<file path="config.mk">
export PLATFORM = sky130hd
export DESIGN_NAME = decode_pipe
export DESIGN_NICKNAME = d
export VERILOG_FILES = /design/src/rtl/decode_pipe.sv
export SDC_FILE = /design/constraint.sdc
export NUM_CORES = 2
export LEC_CHECK = 0
export CAP_MARGIN = 10
export CORE_MARGIN = 2
export CORE_UTILIZATION = 50
export DETAILED_ROUTE_END_ITERATION = 16
export PLACE_DENSITY = 0.69
export SYNTH_ARGS = -nofsm -noshare
export SYNTH_HDL_FRONTEND = slang
export SYNTH_SLANG_ARGS = --single-unit
</file>
<file path="constraint.sdc">
create_clock -name reloj -period 1.1 [get_ports reloj]
set_input_delay 0.22 -clock reloj [delete_from_list [all_inputs] [get_ports reloj]]
set_output_delay 0.22 -clock reloj [all_outputs]
set_load 0.01 [all_outputs]
</file>
<file path="src/rtl/decode_pipe.sv">
// rtl/decode_pipe.sv - register file with write-back bypass, immediate extender and registered ID/EX boundary
module decode_pipe #(
  parameter int DATA_W  = 32,
  parameter int NREG    = 32,
  parameter int IMD_W   = 16,
  parameter int JADDR_W = 26,
  parameter int ZERO_R0 = 1,
  localparam int ADDR_W = $clog2(NREG)
) (
  input  logic               reloj,
  input  logic               reset_n,
  input  logic               in_valid,
  input  logic               stall,
  input  logic               flush,
  input  logic [ADDR_W-1:0]  DIR_A,
  input  logic [ADDR_W-1:0]  DIR_B,
  input  logic [ADDR_W-1:0]  DIR_WRA,
  input  logic [DATA_W-1:0]  DI,
  input  logic               REG_WR,
  input  logic               REG_RD,
  input  logic [1:0]         IMD_MODE,
  input  logic [IMD_W-1:0]   IMD,
  input  logic [JADDR_W-1:0] address,
  output logic [DATA_W-1:0]  DOA,
  output logic [DATA_W-1:0]  DOB,
  output logic [DATA_W-1:0]  out_mux_sz,
  output logic [JADDR_W-1:0] out_addr,
  output logic               out_valid
);

  logic [DATA_W-1:0]  registro_q [NREG];
  logic [DATA_W-1:0]  doa_q, doa_d;
  logic [DATA_W-1:0]  dob_q, dob_d;
  logic [DATA_W-1:0]  imm_q, imm_d;
  logic [JADDR_W-1:0] addr_q, addr_d;
  logic               valid_q, valid_d;

  logic               wr_en;
  logic [DATA_W-1:0]  rd_a, rd_b;
  logic [DATA_W-1:0]  imm_sext;
  logic [DATA_W-1:0]  imm_ext;

  // Index 0 is hardwired when ZERO_R0 is set, so it is neither writable nor bypassable.
  assign wr_en = !REG_WR && !((ZERO_R0 != 0) && (DIR_WRA == '0));

  function automatic logic [DATA_W-1:0] read_port(
    input logic [ADDR_W-1:0] dir,
    input logic [DATA_W-1:0] arr_val
  );
    logic [DATA_W-1:0] v;
    v = arr_val;
    if (REG_RD) begin
      v = '0;
    end else if ((ZERO_R0 != 0) && (dir == '0)) begin
      v = '0;
    end else if (wr_en && (DIR_WRA == dir)) begin
      v = DI;
    end
    return v;
  endfunction

  assign rd_a = read_port(DIR_A, registro_q[DIR_A]);
  assign rd_b = read_port(DIR_B, registro_q[DIR_B]);

  assign imm_sext = {{(DATA_W-IMD_W){IMD[IMD_W-1]}}, IMD};

  always_comb begin
    imm_ext = '0;
    case (IMD_MODE)
      2'b00:   imm_ext = {{(DATA_W-IMD_W){1'b0}}, IMD};
      2'b01:   imm_ext = imm_sext;
      2'b10:   imm_ext = {IMD, {(DATA_W-IMD_W){1'b0}}};
      default: imm_ext = imm_sext << 2;
    endcase
  end

  always_comb begin
    doa_d   = doa_q;
    dob_d   = dob_q;
    imm_d   = imm_q;
    addr_d  = addr_q;
    valid_d = valid_q;
    if (flush) begin
      doa_d   = '0;
      dob_d   = '0;
      imm_d   = '0;
      addr_d  = '0;
      valid_d = 1'b0;
    end else if (!stall) begin
      doa_d   = rd_a;
      dob_d   = rd_b;
      imm_d   = imm_ext;
      addr_d  = address;
      valid_d = in_valid;
    end
  end

  // Register-file writes proceed regardless of stall/flush.
  always_ff @(posedge reloj or negedge reset_n) begin
    if (!reset_n) begin
      for (int i = 0; i < NREG; i++) begin
        registro_q[i] <= '0;
      end
    end else if (wr_en) begin
      registro_q[DIR_WRA] <= DI;
    end
  end

  always_ff @(posedge reloj or negedge reset_n) begin
    if (!reset_n) begin
      doa_q   <= '0;
      dob_q   <= '0;
      imm_q   <= '0;
      addr_q  <= '0;
      valid_q <= 1'b0;
    end else begin
      doa_q   <= doa_d;
      dob_q   <= dob_d;
      imm_q   <= imm_d;
      addr_q  <= addr_d;
      valid_q <= valid_d;
    end
  end

  assign DOA        = doa_q;
  assign DOB        = dob_q;
  assign out_mux_sz = imm_q;
  assign out_addr   = addr_q;
  assign out_valid  = valid_q;

endmodule
</file>
### Word-level counts from Yosys, hierarchy flattened

Cells that the tools add are included.

| storage, ports and cells | value |
|---|---|
| input port bits | 98 |
| register bits | 1,147 |
| output and inout port bits | 123 |

| operators by class | value |
|---|---|
| $lt $le $gt $ge | 4 |
| equal/unequal tests | 5 |
| bitwise gates (word level) | 3 |
| multiplexer cells | 26 |
| reduce and logical (&&, ||, !) cells | 10 |

Operators with widths:

| operator | count |
|---|---|
| $bwmux 1024 | 1 |
| $mux 32 | 17 |
| $bmux 32 s5 | 2 |
| $demux 32 s5 | 1 |
| $pmux 32 s3 | 1 |
| $mux 26 | 2 |
| $ge 6x6->1 const B | 3 |
| $not 5->6 | 3 |
| $logic_not 5->1 | 3 |
| $eq 5x5->1 | 2 |
| $lt 6x1->1 const B | 1 |
| $logic_and 1x1->1 | 4 |
| $eq 2x1->1 const B | 1 |
| $eq 2x2->1 const B | 1 |
| $logic_not 1->1 | 2 |
| $logic_not 2->1 | 1 |
| $mux 1 | 2 |
| $ne 2x1->1 const B | 1 |

### Depth between registers and ports, before layout

| depth | value |
|---|---|
| depth after elaboration | 9 |
| mapped depth | 8 |
| mapped depth without buffers | 5 |

### Worst setup path before layout

Ideal clock, no wire load.

| path | value |
|---|---|
| path type | input to register |
| start | input DIR_WRA[0] |
| end | register registro_q[321] (netlist name) |
| arrival time | 1,515 ps |
| setup time | 125 ps |
| path slack | -539 ps |
| data required time | 975 ps |
| stages on the path | 5 |
| path through | buf_2 or3b_4 nor2_4 buf_6 mux2_2 |

| on the way | value |
|---|---|
| cells in the longest elaborated chain, start to end | 6 |
| elaborated cells on any way between the ends | 10 |
| those cells by class | order compare (2); mux (3); bitwise (1); reduce/logical (4) |

RTL lines:

| item | RTL line | source |
|---|---|---|
| from (decl) | 17 | `input logic [ADDR_W-1:0] DIR_WRA,` |
| $not 5->6 (implied by the code) | 105 | `registro_q[DIR_WRA] <= DI;` |
| $ge 6x6->1 (implied by the code) / $lt 6x1->1 (equally long branches) | 105 |  |
| $logic_and 1x1->1 (implied by the code) | 105 |  |
| $mux 32 (implied by the code) | 105 |  |
| $demux 32 s5 | 105 |  |
| $bwmux 1024 | 105 |  |
| to (signal, indexed assignment) | 102 | `registro_q[i] <= '0;` |
| to (signal, indexed assignment) | 105 |  |
| to (decl) | 31 | `logic [DATA_W-1:0] registro_q [NREG];` |

Several ways; a longest one is shown, not always the timed one.
A chain may end at the register's enable or synchronous reset.

### Worst setup path in the final report

| path | value |
|---|---|
| start | register doa_q[13], in the netlist DOA[13] |
| end | output DOA[13] |

RTL lines:

| item | RTL line | source |
|---|---|---|
| from (decl) | 32 | `logic [DATA_W-1:0] doa_q, doa_d;` |
| from (signal assigned) | 117 | `doa_q <= doa_d;` |
| to (decl) | 24 | `output logic [DATA_W-1:0] DOA,` |

No word-level cell between the ends.

==> out/results.ini <==
[cells_and_area]
syn_to_final_growth_pct=30.4
instances_no_fill=7296
final_layout_size_suffix_gt1_share_pct=41.4
utilization_pct=65.6
final_nets=5669

[clock_network]
cts_sinks=1147
root_buffer=clkbuf_16
cts_tree=built
cts_buffer_depth=3
htreeDepth=3
clkLatencyLatePin_ps=730
clkSlewWorstSetupHoldPaths_ps=60
numCtsBuffers=121

[run_status]
failed_checks=negative setup slack
status=complete, but fails checks

[grt]
grt-ovfl-total=0
grt_max_degree=61
antenna_found_initial=9
grt_pass1_wl_um=318000
grt_pass1_vias=47400
grt_use_total_pct=33.8

[timing]
finalWorstSetupSlack_ps=-464
rsz0062_at_grt=true
skew_ps=18.6
final.min_clock_period_ps=1560
min_period_over_period_pct=142
worst_pin_slew_ps=662
hold_violations=0
max_slew_margin_pct=55.9
finalMaxSlewViolations=0
whs_ps=94.1
setup_viol=497
fmax_mhz=639

[critical_path]
reg2reg_from=registro_q[606]
worst-setup-path-type=flop to output pin
critPathCaptureType=output pin
crit_start=DOA[13]
critPathMaxStageDelay_ps=440
path_buf_inv=1
arrival_ps=1340
start_kind=flop
crit_required_ps=880
crit_fanout=2
crit_slowest_cell=dfrtp_1
cp_top_family=flip-flops
path_cells=buf_2

[routing]
num_vias=47700
drtIter0Drc=5629
viasPerCell=6.54
detail_route.drc_violations=0
wire_per_inst_um=31.1
routed_wl_um=227000
ant_nets=0
dr.pass1.iters=6

[power_and_ir_drop]
p_leak_nw=37.3
ir_drop_uv=1820
finalPower_mw=127
power.density_nw_per_um2=1590

[synthesis]
netlist_instances=4924
avgSynthCellArea_um2=12.4
seq_area_frac_synth_pct=47.0
synth_common_cells=dfrtp_1 (1147), mux2i_1 (1052), mux2_2 (937)
async_reset_ff_share_pct=100
yosys_warnings=0
synth.net_count=5022
synthDistinctLibCells=35
ys.flop_type=dfrtp_1
synth_top_area_share_pct=47.0
synth.most_common_cell=dfrtp_1
synth_seq_cells=1147
synth_area_leaders=dfrtp_1 (47%), mux2_2 (17%), mux2i_1 (17%), a22oi_1 (7.1%), nand3_1 (2.2%)
synth_area_um2=61100
synth_edf_count=0
yosysTopAreaCell=dfrtp_1

[place]
dpl.cell_count=6837
port_buffers=220
place_ws_ps=-1540
hpwlAfterDp_um=135000
place_congestion=0.914

[floorplan]
start_util_pct=50.3
io_pins=221
row_count=128
die_w_um=354
core_um2=122000
chipHeight_um=354
dieArea_um2=125000

[min_path]
worstHoldStart=address[15]
worstHoldPathType=input port to flop

[job]
drv_cap=0

[sequential cells by signal (all words and copies together) (netlist names)]
| register | flops |
|---|---|
| DOA | 32 |
| DOB | 32 |
| out_addr | 26 |
| out_mux_sz | 32 |
| out_valid | 1 |
| registro_q | 1024 |
[per-layer routing]
metal	share of wire, %	track usage [%]
met1	40	46.4
met2	45	51.8
met3	9.8	6.40
met4	5.7	15.7
met5	0.0057	0.113
[area by class of cell]
| type | instances | area (um^2) |
|---|---|---|
| Fill cell | 8609 | 41900 |
| Sequential cell | 1147 | 28700 |
| Timing Repair Buffer | 1049 | 13200 |
| Clock inverter | 45 | 543 |
| Tap cell | 1625 | 2030 |
| Inverter | 14 | 52.6 |
| Multi-Input combinational cell | 3238 | 31600 |
| Clock buffer | 175 | 3550 |
| Antenna cell | 3 | 7.51 |
[per-stage QoR]
stage,area (um^2),setup TNS [ps]
global route,79700,-75780
detailed placement,70900,-1268480
floorplan,61700,-365010
global placement,70900,-1271500
finish,79700,-75200
CTS,77100,-91940
[path summary, 6_finish.rpt]
path                                          to  depth (start not counted)  slack [ps]
worst min register to register  registro_q[1016]                          0         400
worst max register to register           DOB[30]                          5        -310
max in group asynchronous       registro_q[1013]                          4         340
min in group asynchronous         registro_q[97]                          3         150
worst min-delay path                out_addr[15]                          3          90
worst max-delay path                     DOA[13]                          1        -460
[cell families (layout without fill, tap and decap cells)]
| kind of cell | count (synthesis) | after routing | synth area share (%) |
|---|---|---|---|
| multiplexers | 2044 | 2044 | 35.5 |
| flip-flops | 1147 | 1147 | 47.0 |
| XOR/XNOR | 10 | 10 | 0.143 |
| other | 0 | 3 | 0 |
| AO/OA/AOI/OAI | 693 | 693 | 8.13 |
| AND/OR/NAND/NOR | 491 | 491 | 4.50 |
| buffers and inverters | 539 | 1283 | 4.76 |
[placed cells by master (no fill, tap or decap), types with 11 or more instances in the layout]
cell type / n
a22oi_2: 69
mux2_4: 284
nor2_1: 55
nand3_1: 251
clkinv_2: 22
clkdlybuf4s50_1: 77
o21ai_1: 46
clkbuf_1: 25
nand3_2: 13
buf_4: 426
and4_4: 23
and4_1: 43
o21ai_2: 18
nand2_1: 14
nand2_4: 11
buf_12: 299
clkbuf_8: 26
bufinv_16: 11
inv_1: 14
dfrtp_2: 15
buf_6: 114
a22oi_1: 507
buf_16: 26
mux2_2: 688
buf_2: 59
a21oi_1: 35
clkbuf_16: 149
mux2i_1: 1046
dfrtp_1: 1132
mux2_1: 20
nor2_4: 21
a221oi_1: 14
[tightest hold or removal path, cell delays in order]
cell and delay, ps:
clkdlybuf4s50_1 390, mux2i_1 120, nor2_1 50
[timing repair]
item,CTS,global route
gates resized for setup,811,336
hold buffers,2,0
setup endpoints to repair,1179,1014
pin swaps,81,264
endpoints found under the hold margin,1147,0
gates cloned,23,28
buffers inserted,95,104
[power by group]
part	switching, mW	internal [mW]	total, mW
registers	6.24	49.6	55.8
clock network	17.9	24.9	42.8
logic	12.5	15.8	28.3
Note: power is estimated with default switching activity, not from simulation.
